===== config.mk =====
export PLATFORM = sky130hd
export DESIGN_NAME = uart_tx_top
export DESIGN_NICKNAME = d
export VERILOG_FILES = /design/src/rtl/uart_pkg.sv /design/src/rtl/uart_tx_byte.sv /design/src/rtl/uart_tx_top.sv
export SDC_FILE = /design/constraint.sdc
export NUM_CORES = 1
export LEC_CHECK = 0
export BUFFER_PORTS_ARGS = -buffer_cell sky130_fd_sc_hd__buf_4
export CAP_MARGIN = 25
export CORE_MARGIN = 2
export CORE_UTILIZATION = 28
export DETAILED_ROUTE_END_ITERATION = 10
export PLACE_DENSITY = 0.56
export SYNTH_ARGS = -nofsm -noshare
export SYNTH_HDL_FRONTEND = slang
export SYNTH_SLANG_ARGS = --single-unit

===== constraint.sdc =====
create_clock -name clk -period 6.9 [get_ports clk]
set_clock_uncertainty 0.15 [all_clocks]
set_input_delay 1.035 -clock clk [delete_from_list [all_inputs] [get_ports clk]]
set_output_delay 1.035 -clock clk [all_outputs]
set_load 0.01 [all_outputs]

===== src/rtl/uart_pkg.sv =====
// Shared definitions for the transmit-only UART.
//   uart_state_e       : serializer frame states
//   UART_DATA_BITS     : data bits per 8N1 frame
//   calc_clks_per_bit(): system clocks per line bit (integer division)
package uart_pkg;

  localparam int UART_DATA_BITS = 8;

  typedef enum logic [1:0] {
    IDLE  = 2'd0,
    START = 2'd1,
    DATA  = 2'd2,
    STOP  = 2'd3
  } uart_state_e;

  function automatic int calc_clks_per_bit(input int clk_freq_hz, input int baud_rate);
    return clk_freq_hz / baud_rate;
  endfunction

endpackage


===== src/rtl/uart_tx_byte.sv =====
// Single-byte 8N1 serializer with a registered TXD output.
//   clk, rst   : system clock, async active-high reset
//   start_i    : load byte_i and begin a frame (honoured in IDLE, or on the
//                final stop-bit cycle to chain frames with no idle gap)
//   byte_i     : byte to send, LSB first
//   abort_i    : return to IDLE with the line high on the next edge
//   done_o     : high on the last cycle of the stop bit
//   txd_o      : serial line, idle high
//
// state | meaning
// IDLE  | line high, waiting for start_i
// START | start bit (low)
// DATA  | eight data bits, LSB first
// STOP  | stop bit (high)
module uart_tx_byte
  import uart_pkg::*;
#(
  parameter int CLKS_PER_BIT = 868
) (
  input  logic       clk,
  input  logic       rst,
  input  logic       start_i,
  input  logic [7:0] byte_i,
  input  logic       abort_i,
  output logic       done_o,
  output logic       txd_o
);

  localparam int BW = (CLKS_PER_BIT > 1) ? $clog2(CLKS_PER_BIT) : 1;
  localparam logic [BW-1:0] BAUD_LAST = BW'(CLKS_PER_BIT - 1);
  localparam logic [2:0]    BIT_LAST  = 3'(UART_DATA_BITS - 1);

  uart_state_e   state_q, state_d;
  logic [BW-1:0] baud_q, baud_d;
  logic [2:0]    bit_q, bit_d;
  logic [7:0]    shift_q, shift_d;
  logic          txd_q, txd_d;
  logic          bit_end;

  assign bit_end = (baud_q == BAUD_LAST);
  // Kept outside the FSM block so the top's chaining start_i, which depends
  // on done_o, does not form a combinational loop through one process.
  assign done_o  = (state_q == STOP) && bit_end && !abort_i;
  assign txd_o   = txd_q;

  always_ff @(posedge clk or posedge rst) begin
    if (rst) begin
      state_q <= IDLE;
      baud_q  <= '0;
      bit_q   <= '0;
      shift_q <= '0;
      txd_q   <= 1'b1;
    end else begin
      state_q <= state_d;
      baud_q  <= baud_d;
      bit_q   <= bit_d;
      shift_q <= shift_d;
      txd_q   <= txd_d;
    end
  end

  always_comb begin
    state_d = state_q;
    baud_d  = baud_q;
    bit_d   = bit_q;
    shift_d = shift_q;
    txd_d   = txd_q;
    if (abort_i) begin
      state_d = IDLE;
      baud_d  = '0;
      bit_d   = '0;
      txd_d   = 1'b1;
    end else begin
      case (state_q)
        IDLE: begin
          if (start_i) begin
            state_d = START;
            baud_d  = '0;
            shift_d = byte_i;
            txd_d   = 1'b0;
          end
        end
        START: begin
          if (bit_end) begin
            state_d = DATA;
            baud_d  = '0;
            bit_d   = '0;
            txd_d   = shift_q[0];
          end else begin
            baud_d = baud_q + 1'b1;
          end
        end
        DATA: begin
          if (bit_end) begin
            baud_d = '0;
            if (bit_q == BIT_LAST) begin
              state_d = STOP;
              bit_d   = '0;
              txd_d   = 1'b1;
            end else begin
              bit_d   = bit_q + 3'd1;
              shift_d = shift_q >> 1;
              txd_d   = shift_q[1];
            end
          end else begin
            baud_d = baud_q + 1'b1;
          end
        end
        STOP: begin
          if (bit_end) begin
            baud_d = '0;
            if (start_i) begin
              state_d = START;
              shift_d = byte_i;
              txd_d   = 1'b0;
            end else begin
              state_d = IDLE;
              txd_d   = 1'b1;
            end
          end else begin
            baud_d = baud_q + 1'b1;
          end
        end
        default: begin
          state_d = IDLE;
          baud_d  = '0;
          bit_d   = '0;
          txd_d   = 1'b1;
        end
      endcase
    end
  end

endmodule


===== src/rtl/uart_tx_top.sv =====
// Transmit-only UART front end: snapshots a CHAR_NR-byte array on an update
// pulse and sends it highest byte first as back-to-back 8N1 frames.
//   clk, rst            : system clock, async active-high reset
//   char_array_i        : characters, byte CHAR_NR-1 sent first
//   char_array_update_i : start request (ignored while busy)
//   clr_i               : synchronous abort (wins over an update)
//   busy_o              : high from the cycle after the update edge until the
//                         edge that ends the last stop bit
//   txd_o               : serial line, idle high
module uart_tx_top
  import uart_pkg::*;
#(
  parameter int CHAR_NR     = 8,
  parameter int CLK_FREQ_HZ = 100_000_000,
  parameter int BAUD_RATE   = 115200
) (
  input  logic                 clk,
  input  logic                 rst,
  input  logic [CHAR_NR*8-1:0] char_array_i,
  input  logic                 char_array_update_i,
  input  logic                 clr_i,
  output logic                 busy_o,
  output logic                 txd_o
);

  localparam int CLKS_PER_BIT = calc_clks_per_bit(CLK_FREQ_HZ, BAUD_RATE);
  localparam int IW = (CHAR_NR > 1) ? $clog2(CHAR_NR) : 1;

  logic [CHAR_NR*8-1:0] shadow_q;
  logic [IW-1:0]        idx_q, idx_m1;
  logic                 busy_q;
  logic                 launch, chain, byte_done, byte_start;
  logic [7:0]           byte_sel;

  assign idx_m1 = idx_q - IW'(1);

  // The first byte comes straight from the input so the start bit can leave
  // on the very edge that snapshots the array; later bytes come from the shadow.
  assign launch     = !busy_q && char_array_update_i && !clr_i;
  assign chain      = busy_q && byte_done && (idx_q != '0) && !clr_i;
  assign byte_start = launch || chain;
  assign byte_sel   = launch ? char_array_i[CHAR_NR*8-1 -: 8]
                             : shadow_q[UART_DATA_BITS*int'(idx_m1) +: UART_DATA_BITS];

  always_ff @(posedge clk or posedge rst) begin
    if (rst) begin
      shadow_q <= '0;
      idx_q    <= '0;
      busy_q   <= 1'b0;
    end else if (clr_i) begin
      idx_q  <= '0;
      busy_q <= 1'b0;
    end else if (launch) begin
      shadow_q <= char_array_i;
      idx_q    <= IW'(CHAR_NR - 1);
      busy_q   <= 1'b1;
    end else if (chain) begin
      idx_q <= idx_m1;
    end else if (busy_q && byte_done) begin
      busy_q <= 1'b0;
    end
  end

  assign busy_o = busy_q;

  uart_tx_byte #(
    .CLKS_PER_BIT(CLKS_PER_BIT)
  ) u_tx_byte (
    .clk     (clk),
    .rst     (rst),
    .start_i (byte_start),
    .byte_i  (byte_sel),
    .abort_i (clr_i),
    .done_o  (byte_done),
    .txd_o   (txd_o)
  );

endmodule


# Word level (Yosys, flattened, before mapping)
# Index checks and enable logic that the tools add are counted.
[classes] n_eq_ne=14 add_sub_neg=3 n_reduce_logical=23 mux=38 shifts=1 bitwise=1
[ops] cell="variable part select 64 x 7 -> 8 bit" n=1
[ops] cell="2-to-1 mux 8 bit" n=5
[ops] cell="2-to-1 mux 10 bit" n=3
[ops] cell="case mux 8 bit (3 select lines)" n=1
[ops] cell="2-to-1 mux 3 bit" n=7
[ops] cell="case mux 10 bit (2 select lines)" n=1
[ops] cell="nonzero test 3 bit" n=5
[ops] cell="2-to-1 mux 1 bit" n=12
[ops] cell="2-to-1 mux 2 bit" n=6
[ops] cell="!= test 3 x 2 -> 1 bit (second input constant)" n=4
[ops] cell="adder 10 x 1 -> 10 bit (second input constant)" n=1
[ops] cell="equality test 10 bit (second input constant)" n=1
[ops] cell="AND reduction 5 bit" n=2
[ops] cell="case mux 2 bit (4 select lines)" n=1
[ops] cell="logical AND 1 bit" n=7
[ops] cell="case mux 3 bit (2 select lines)" n=1
[ops] cell="equality test 2 bit (second input constant)" n=2
[ops] cell="!= test 2 x 1 -> 1 bit (second input constant)" n=2
[ops] cell="case mux 1 bit (4 select lines)" n=1
[ops] cell="AND reduction 2 bit" n=2
[ops] cell="AND reduction 4 bit" n=1
[ops] cell="adder 3 x 1 -> 3 bit (second input constant)" n=1
[ops] cell="equality test 3 bit (second input constant)" n=1
[ops] cell="!= test 3 x 1 -> 1 bit (second input constant)" n=1
[ops] cell="other kinds (10)" n=11
[word_totals] output_inout_bits=2 elab_cells=88 ff_bits=92

# Logic depth before layout (Yosys ltp)
[depth] word_depth=11 ltp_mapped=11 ltp_nobuf=7

# Hierarchy
# From an unflattened synthesis, not the netlist that was laid out.
[hier_totals] cells_unflattened=498 hier_area_um2=4738.3
[by_module_without_submodules] module="uart_tx_top" cells_per_inst=356 n_inst=1 seq_area_each_um2=1701.6 area_per_inst_um2=3280.6
[by_module_without_submodules] module="uart_tx_byte" cells_per_inst=142 n_inst=1 seq_area_each_um2=601.8 area_per_inst_um2=1457.6

# Least setup slack after synthesis
# Ideal clock, no wire load.
[synth_timing] path_type="register -> register" startpoint="register idx_q[0]" endpoint="register u_tx_byte.shift_q[0]" synth_period_minus_slack_ns=2.746 setup_time_ns=0.134 slack_ns=4.154 t_required_ns=6.616 path_stages_with_launch=10 path_buffers=4 arrival_time_ns=2.462 cell_sequence="dfrtp_1 -> buf_2 -> clkbuf_1 -> inv_1 -> ha_1 -> buf_2 -> buf_2 -> mux4_2 -> a21oi_1 -> mux2i_1"
[synth_via] elab_chain_len=7
[synth_lines] element="start, declared" line_no="uart_tx_top.sv:30" source="logic [IW-1:0] idx_q, idx_m1;"
[synth_lines] element="start signal, assigned" line_no="uart_tx_top.sv:55" source="idx_q <= IW'(CHAR_NR - 1);"
[synth_lines] element="start signal, assigned" line_no="uart_tx_top.sv:58" source="idx_q <= idx_m1;"
[synth_lines] element="branches (longest 4 deep; another with subtractor 3 x 1 -> 3 bit)"
[synth_lines] element="2-to-1 mux 8 bit (*)" line_no="uart_tx_byte.sv:76, uart_tx_byte.sv:112"
[synth_lines] element="2-to-1 mux 8 bit" line_no="uart_tx_byte.sv:110" source="if (bit_end) begin"
[synth_lines] element="case mux 8 bit (3 select lines) (*)" line_no="uart_tx_byte.sv:74" source="case (state_q)"
[synth_lines] element="end signal, assigned" line_no="uart_tx_byte.sv:57" source="shift_q <= shift_d;"
[synth_lines] element="end, declared" line_no="uart_tx_byte.sv:36" source="logic [7:0] shift_q, shift_d;"
# Mark *: on every way between the ends. The select of a mux whose other input is x is not followed.
# A chain may end at the register's enable or synchronous reset.

# Worst setup path after layout
[layout_timing] startpoint="register idx_q[0]" endpoint="register u_tx_byte.shift_q[7]"
# Same word-level chain as after synthesis.

==> results.ini <==
[run_status]
status = finished, final reports clean

[flow_run]
max_cap_violations = 0

[logic_synthesis]
ys_seq_area_share_pct = 50.1
ys_ff_latch = 92
syn-num-nets = 574
synthFlopType = dfrtp_1
synth_edf_count = 0
synth_cells = 495
async_reset_ff_share_pct = 100
avgSynthCellArea_um2 = 9.28
netlist_area_mm2 = 0.00459
synth-warning-count = 0
synth.distinct_cells = 46

[routing]
met2_length_um = 5140
via_count = 3615
avgViaCountPerCell = 4.68
first_pass_iters = 4
drtIter0Drc = 207
drc = 0
drtAntennaViolNets = 0
wl_per_cell_um = 14.4
finalWirelength_um = 11100
wl_met3_um = 364
wl_met1_um = 5410
maxUsedRoutingLayer = met4

[setup_path]
r2r_end = u_tx_byte.shift_q[7]
max_stage_delay_ps = 940
reg2reg_slack_ps = 3640
critPathRequiredTime_ps = 6970
crit_fanout = 19
crit_family = flip-flops
r2r_start = idx_q[0]
crit_path_cell_trace = inv_1 > ha_1 > mux4_2 > mux2i_1 > o21ai_0 > o2bb2ai_1
path_buf_inv = 1
reg2reg_depth = 6
crit_arrival_ps = 3330
slowest_stage = dfrtp_1
crit_type = register to register
cp-start-kind = register
end_kind = register

[clock_tree]
clockRootBuffer = clkbuf_16
cts.sinks = 92
hold_buffers = 0
cts_buffer_depth = 2
htree_num_levels = 3
clkTransAtPathRegs_ps = 70
post_cts_buffers = 0
cts_tree = built
cts_made_buffers = 9
clk_latency_ps = 350
cts_resized = 0

[power]
ir_drop_uv = 137
p_leak_nw = 2.70
p_per_area_mw_per_mm2 = 299

[hold_path]
hp-class = register to register
holdPathStages = 2
min-delay-start = shadow_q[40]
hold_end = shadow_q[40]

[sta]
finalSetupViolCount = 0
period_minus_slack_ps = 3260
post-route-period-util_pct = 47.2
grt_setup_unrepaired = false
relSlewSlack_pct = 39.1
hold_violations = 0
fmax_ghz = 0.307
report.final.slew_viol_count = 0
setup_tns_ps = 0
worst_slew_pin_slew_ps = 914

[global_routing]
grt_first_pass_wirelength_um = 19000
track_usage_pct = 13.4
grt_pass1_vias = 3821
grt_start_max_net_pins = 75
grt-ovfl-total = 0
antenna_found_initial = 0

[die]
die_w_um = 132
fp.dieH_um = 132
rows = 46
boundaryPins = 70
dieArea_mm2 = 0.0174
start_util_pct = 28.8
coreArea_mm2 = 0.0159

[final_layout]
nFillCells = 1650
fin_nets = 631
layout.cells.non_filler = 773
drive_gt1_share_pct = 20.3
multi_input_area_mm2 = 0.00213
regArea_mm2 = 0.00230
area_growth_pct = 22.3
antennaDiodeCount = 0
post-route-util_pct = 35.2
fin_area_mm2 = 0.00562

[place]
placed_cell_area_mm2 = 0.00530
place.port_buffers = 69
place_congestion = 0.772
dpl.cell_count = 757
hpwlAfterDp_um = 7700

-- per-layer routing --
metal	global-route usage (%)	up-vias
li1	-	1784
met1	18.6	1748
met2	20.9	71
met3	2.15	12
met4	5.56	0
met5	0	-
-- synth_stat cells (2+ instances only) --
master	number	area [um2]
nor2b_1	4	25.0
and3b_1	2	17.5
o31ai_1	4	30.0
mux4_2	16	360
a21oi_1	20	100
a22o_1	2	17.5
a31oi_1	3	18.8
buf_1	5	18.8
o21ai_0	19	95.1
a22oi_1	7	52.6
mux2i_1	8	80.1
o41ai_1	2	17.5
clkbuf_1	17	63.8
nand3_1	14	70.1
nand2b_1	5	31.3
buf_2	3	15.0
nor3_1	5	25.0
a32oi_1	2	17.5
dfrtp_1	91	2280
nand2_1	200	751
ha_1	11	138
o22ai_1	4	25.0
or2_2	2	12.5
nor2_1	14	52.6
inv_1	14	52.6
-- layout make-up --
class                   instances  share of cell area (%)
clock inverters                 6                    1.56
flip-flops and latches         92                    41.0
repair buffers                 72                    9.62
multi-input cells             363                    38.0
inverters                      14                   0.957
clock buffers                  10                    4.07
well taps                     216                    4.81
-- power by group --
group,total [mW],internal [mW],switching [mW]
Sequential,0.721,0.650,0.0707
Clock,0.531,0.318,0.212
Combinational,0.430,0.194,0.236
Total,1.68,1.16,0.519
-- per-stage QoR --
stage               setup WS, ps  hold WS, ps  power [mW]
detailed placement          3530          311        1.16
global placement            3670          303        1.15
global route                3250          342        1.79
CTS                         3550          327        1.70
finish                      3640          322        1.68
floorplan                   3320          290        1.03
-- logic make-up after synthesis --
| group | synth area share (%) |
|---|---|
| buf+inv | 3.51 |
| xor+xnor | 0.191 |
| flops | 50.1 |
| mux | 9.59 |
| compound gates | 9.89 |
| fa+ha+maj | 3.00 |
| simple gates | 23.7 |
-- worst reg2reg max path: cells and delay by family (launching register included) --
family | cells | cell delay, ps
AO/OA/AOI/OAI | 2 | 260
buffers and inverters | 1 | 180
flip-flops | 1 | 940
multiplexers | 2 | 720
adder cells (fa/ha/maj) | 1 | 880
-- worst max-delay path by stage --
stage                         from              endpoint  slack (ps)  depth (start not counted)
final                     idx_q[0]  u_tx_byte.shift_q[7]        3640                          6
after floorplan                rst                busy_o        3320                          1
after global routing      idx_q[0]  u_tx_byte.shift_q[7]        3250                          6
after global placement    idx_q[0]  u_tx_byte.shift_q[7]        3670                          6
after CTS                 idx_q[0]  u_tx_byte.shift_q[7]        3550                          6
after detailed placement  idx_q[0]  u_tx_byte.shift_q[7]        3530                          6
-- sequential cells by signal, summed over array words and instances, names as in the netlist --
name	flops
shadow_q	64
u_tx_byte.baud_q	10
u_tx_byte.shift_q	8
idx_q	3
u_tx_byte.bit_q	3
u_tx_byte.state_q	2
busy_o	1
u_tx_byte.txd_o	1
-- cells in the final DEF (no fill, tap or decap), drive strengths merged, types with 2 or more instances in the layout --
cell type,count
nand2,200
dfrtp,91
buf,72
a21oi,21
o21ai,19
mux4,16
nor2,14
nand3,14
inv,14
ha,11
clkbuf,10
mux2i,8
a22oi,7
nand2b,5
nor3,5
nor2b,4
o22ai,4
o31ai,4
clkinv,4
a31oi,3
a32oi,2
and3b,2
a22o,2
or2,2
o41ai,2
bufinv,2
nor3b,2
Power figures use the tool's default switching activity.
